==> src/rtl/multi_edge_detect.sv <==
// rtl/multi_edge_detect.sv - multi-channel synchronised edge detector with sticky status and irq
// Optional debounce filter enabled by defining EDGE_DEBOUNCE_EN.
module multi_edge_detect #(
  parameter int CH           = 4,
  parameter int SYNC_STAGES  = 2,
  parameter int DEBOUNCE_CYC = 4
) (
  input  logic          sys_clk,
  input  logic          sys_rst_n,
  input  logic [CH-1:0] signal,
  input  logic [CH-1:0] rise_en,
  input  logic [CH-1:0] fall_en,
  input  logic [CH-1:0] status_clr,
  output logic [CH-1:0] level,
  output logic [CH-1:0] rise_flag,
  output logic [CH-1:0] fall_flag,
  output logic [CH-1:0] status,
  output logic          irq
);

  if (CH < 1) begin : g_bad_ch
    $error("multi_edge_detect: CH must be >= 1");
  end
  if (SYNC_STAGES < 2) begin : g_bad_sync
    $error("multi_edge_detect: SYNC_STAGES must be >= 2");
  end
  if (DEBOUNCE_CYC < 1) begin : g_bad_deb
    $error("multi_edge_detect: DEBOUNCE_CYC must be >= 1");
  end

  logic [SYNC_STAGES-1:0] sync_q [CH];
  logic [CH-1:0]          sync_w;
  logic [CH-1:0]          level_q, level_d;
  logic [CH-1:0]          filt_q;
  logic [CH-1:0]          rise_q, fall_q;
  logic [CH-1:0]          status_q, status_d;
  logic                   irq_q;

  always_ff @(posedge sys_clk or negedge sys_rst_n) begin
    if (!sys_rst_n) begin
      for (int i = 0; i < CH; i++) sync_q[i] <= '0;
    end else begin
      for (int i = 0; i < CH; i++) sync_q[i] <= {sync_q[i][SYNC_STAGES-2:0], signal[i]};
    end
  end

  always_comb begin
    sync_w = '0;
    for (int i = 0; i < CH; i++) sync_w[i] = sync_q[i][SYNC_STAGES-1];
  end

`ifdef EDGE_DEBOUNCE_EN
  localparam int CNT_W = $clog2(DEBOUNCE_CYC + 1);

  logic [CNT_W-1:0] cnt_q [CH];
  logic [CNT_W-1:0] cnt_d [CH];

  // A disagreement must persist for DEBOUNCE_CYC cycles; any agreement restarts the count.
  always_comb begin
    level_d = level_q;
    for (int i = 0; i < CH; i++) begin
      cnt_d[i] = '0;
      if (sync_w[i] != level_q[i]) begin
        if (cnt_q[i] == CNT_W'(DEBOUNCE_CYC - 1)) level_d[i] = sync_w[i];
        else                                      cnt_d[i]   = cnt_q[i] + 1'b1;
      end
    end
  end

  always_ff @(posedge sys_clk or negedge sys_rst_n) begin
    if (!sys_rst_n) begin
      for (int i = 0; i < CH; i++) cnt_q[i] <= '0;
    end else begin
      for (int i = 0; i < CH; i++) cnt_q[i] <= cnt_d[i];
    end
  end
`else
  always_comb begin
    level_d = sync_w;
  end
`endif

  // Set terms are OR'd after the clear so a coincident edge wins.
  always_comb begin
    status_d = (status_q & ~status_clr) | (rise_q & rise_en) | (fall_q & fall_en);
  end

  always_ff @(posedge sys_clk or negedge sys_rst_n) begin
    if (!sys_rst_n) begin
      level_q  <= '0;
      filt_q   <= '0;
      rise_q   <= '0;
      fall_q   <= '0;
      status_q <= '0;
      irq_q    <= 1'b0;
    end else begin
      level_q  <= level_d;
      filt_q   <= level_q;
      rise_q   <= level_q & ~filt_q;
      fall_q   <= ~level_q & filt_q;
      status_q <= status_d;
      irq_q    <= |status_q;
    end
  end

  assign level     = level_q;
  assign rise_flag = rise_q;
  assign fall_flag = fall_q;
  assign status    = status_q;
  assign irq       = irq_q;

endmodule

==> config.mk <==
export PLATFORM = sky130hd
export DESIGN_NAME = multi_edge_detect
export DESIGN_NICKNAME = d
export VERILOG_FILES = /design/src/rtl/multi_edge_detect.sv
export SDC_FILE = /design/constraint.sdc
export NUM_CORES = 1
export LEC_CHECK = 0
export ABC_AREA = 1
export ABC_CLOCK_PERIOD_IN_PS = 800
export CAP_MARGIN = 20
export CORE_MARGIN = 1
export CORE_UTILIZATION = 41
export CTS_CLUSTER_SIZE = 16
export DETAILED_ROUTE_END_ITERATION = 8
export PLACE_DENSITY = 0.76
export SLEW_MARGIN = 10
export SYNTH_ARGS = -nofsm -noshare
export SYNTH_HDL_FRONTEND = slang
export SYNTH_SLANG_ARGS = --single-unit
==> constraint.sdc <==
create_clock -name sys_clk -period 0.8 [get_ports sys_clk]
set_input_delay 0.12 -clock sys_clk [delete_from_list [all_inputs] [get_ports sys_clk]]
set_output_delay 0.12 -clock sys_clk [all_outputs]
set_load 0.01 [all_outputs]
==> out/qor.yml <==
crit_type: "reg -> out"
status: "finished with violations"
drive_above_1_share_pct: 35.77
htree_levels: 2
yosysWarnings: 0
fp.coreArea_mm2: 0.001982
overflow: 0
port_buffers: 34
drv_cap: 0
vias: 634
netlist_top_cells_count: "29 x dfrtp_1, 13 x nand2_1, 12 x inv_1, 10 x nor2_1, 4 x nand3_1"
syn_area_per_cell_um2: 12.90
violations: "negative setup slack"
cp.arrival_ns: 0.86
r2r_end: "status[2]"
layout_setup_ws_ns: -0.1762
dp_hpwl_mm: 1.022
synth-edff-count: 0
critPathLaunchType: "flop"
routedWlPerCell_um: 10.32
syn_to_final_growth_pct: 60.91
worstMarginPinSlew_ns: 0.1488
slew_viol_final: 0
min_period_over_period_pct: 122.0
yosysMostFrequentCell: "dfrtp_1"
crit_required_ns: 0.68
rsz0062_at_grt: "true"
clockBufferDepth: 2
grt_pass1_wl_mm: 2.111
syn-num-nets: 86
worstRegToRegCells: 4
grt_usage_pct: 14.66
yosys.area.top_type: "dfrtp_1"
cts_tree: "yes"
ff2ff_setup_slack_ns: -0.04
synthMuxAreaShare_pct: 0
ys.flop_type: "dfrtp_1"
yosys-top-cells-area: "dfrtp_1 83%, nand2_1 5.6%, inv_1 5.1%"
diodes: 0
fillers: 124
viasPerCell: 4.227
drt_iter0_markers: 6
critPathMaxStageDelay_ns: 0.39
hold_class: "in -> async"
layout.cells.non_filler: 150
critPathCaptureType: "output pin"
synth-compound-area-share_pct: 0
slowest_stage: "dfrtp_1"
die_y_um: 48.25
dieWidth_um: 48.25
num_io_pins: 35
finalSetupViolations: 21
dp_cells: 138
finalCriticalPeriod_ns: 0.9762
synthArstFlopShare_pct: 100.0
clock-root-buffer: "clkbuf_4"
num-nets-final: 140
synthCells: 68
irDropWorstVdd_mv: 1.472
grt_max_degree: 30
ys_types: 5
holdWs_ns: 0.1416
netlist_area_um2: 877.1
worst_r2r_startpoint: "status[2]"
critPathMaxFanout: 2
ys_seq_elements: 29
yosysSeqAreaShare_pct: 82.74
antenna_found_initial: 0
firstDrtPassIters: 4
cts_made_buffers: 5
first_global_vias: 554
initial_core_util_pct: 44.26
static-leakage-power_uw: 0.0007488
gp_congestion: 0.6804
synthAdderAreaFrac_pct: 0
worstPathCellList: "buf_2"
slew_headroom_pct: 90.08
synth-xor-area-share_pct: 0
powerDensity_mw_per_mm2: 2107
synth_top_area_share_pct: 82.74
drcViolationCount: 0
synthSimpleGateAreaFrac_pct: 12.13
dieArea_mm2: 0.002328
path_buf_inv: 1
skew_ns: 0.01072
ant_nets: 0
max_freq_mhz: 1024
cts.sinks: 29
synth_top_family_by_area: "simple AND/OR/NAND/NOR gates"
critPathTopFamily: "flip-flops"
clock_latency_ns: 0.32
path_clk_slew_ns: 0.09
hold_violations: 0
drt-total-wl_mm: 1.548
placementRows: 16
-- worst reg2reg max path: cells and delay by family (launching register included) --
| kind | cells | cell delay (ns) |
|---|---|---|
| and+or+nand+nor | 2 | 0.11 |
| DFF | 1 | 0.38 |
| buffers and inverters | 2 | 0.25 |
-- kinds of logic after synthesis --
family / after synthesis
buffers and inverters: 12
DFF: 29
and+or+nand+nor: 27
-- layout make-up --
cell class | instances | area [µm²] | share of cell area, %
Timing Repair Buffer | 47 | 395.4 | 28.01
Multi-Input combinational cell | 27 | 141.4 | 10.02
Tap cell | 27 | 33.78 | 2.394
Sequential cell | 29 | 725.7 | 51.42
Clock inverter | 1 | 5.005 | 0.3546
Clock buffer | 7 | 65.06 | 4.610
Inverter | 12 | 45.04 | 3.191
-- power breakdown --
group	total, µW	internal, µW	switching [µW]
clock network	995	508	487
registers	1590	1550	37.4
logic	389	227	162
total	2970	2290	686
-- worst max path at each step --
stage / from / cells after the start / endpoint / slack (ns)
final: level[3] / 1 / level[3] / -0.18
after global routing: fall_flag[2] / 1 / fall_flag[2] / -0.23
after CTS: level[3] / 1 / level[3] / -0.21
after detailed placement: level[2] / 1 / level[2] / -0.20
after global placement: level[2] / 1 / level[2] / -0.18
after floorplan: status[0] / 2 / irq / 0.13
-- cells in the final DEF, fill, tap and decap left out --
master / count
buf_12: 1
buf_2: 14
buf_4: 9
buf_6: 6
clkbuf_4: 5
clkbuf_8: 2
clkdlybuf4s50_1: 17
clkinv_2: 1
dfrtp_1: 29
inv_1: 12
nand2_1: 11
nand2_4: 2
nand3_1: 2
nand3_2: 2
nor2_1: 8
nor2_2: 1
nor2_4: 1
-- registers in the layout, indices dropped and copies added (netlist names) --
register	count
irq	1
status	4
fall_flag	4
level_d	4
sync_q	4
rise_flag	4
level	4
filt_q	4
-- repair_timing --
| action | CTS | global route |
|---|---|---|
| hold buffers | 0 | 0 |
| resized for setup | 71 | 12 |
| setup endpoints to repair | 17 | 19 |
| pin swaps | 1 | 2 |
| setup buffers | 2 | 2 |
-- layer usage --
metal	global-route usage, %	routed length, µm
met5	0	0
met4	6.667	21
met3	10.37	172
met2	24.53	756
met1	13.38	598
-- stage by stage --
stage          setup WS [ns]  util, %  cell area (µm²)  total power, µW  TNS (ns)
6_report             -0.1762    71.21             1411             2974    -2.845
3_5_place_dp         -0.2045    67.17             1331             2004    -3.233
3_3_place_gp         -0.1810    67.17             1331             1995    -3.061
4_1_cts              -0.2071    67.80             1344             2971    -3.165
2_1_floorplan         0.1277        -            877.1             1703         0
5_1_grt              -0.2272    71.21             1411             3125    -3.853
(Power assumes the default switching activity.)
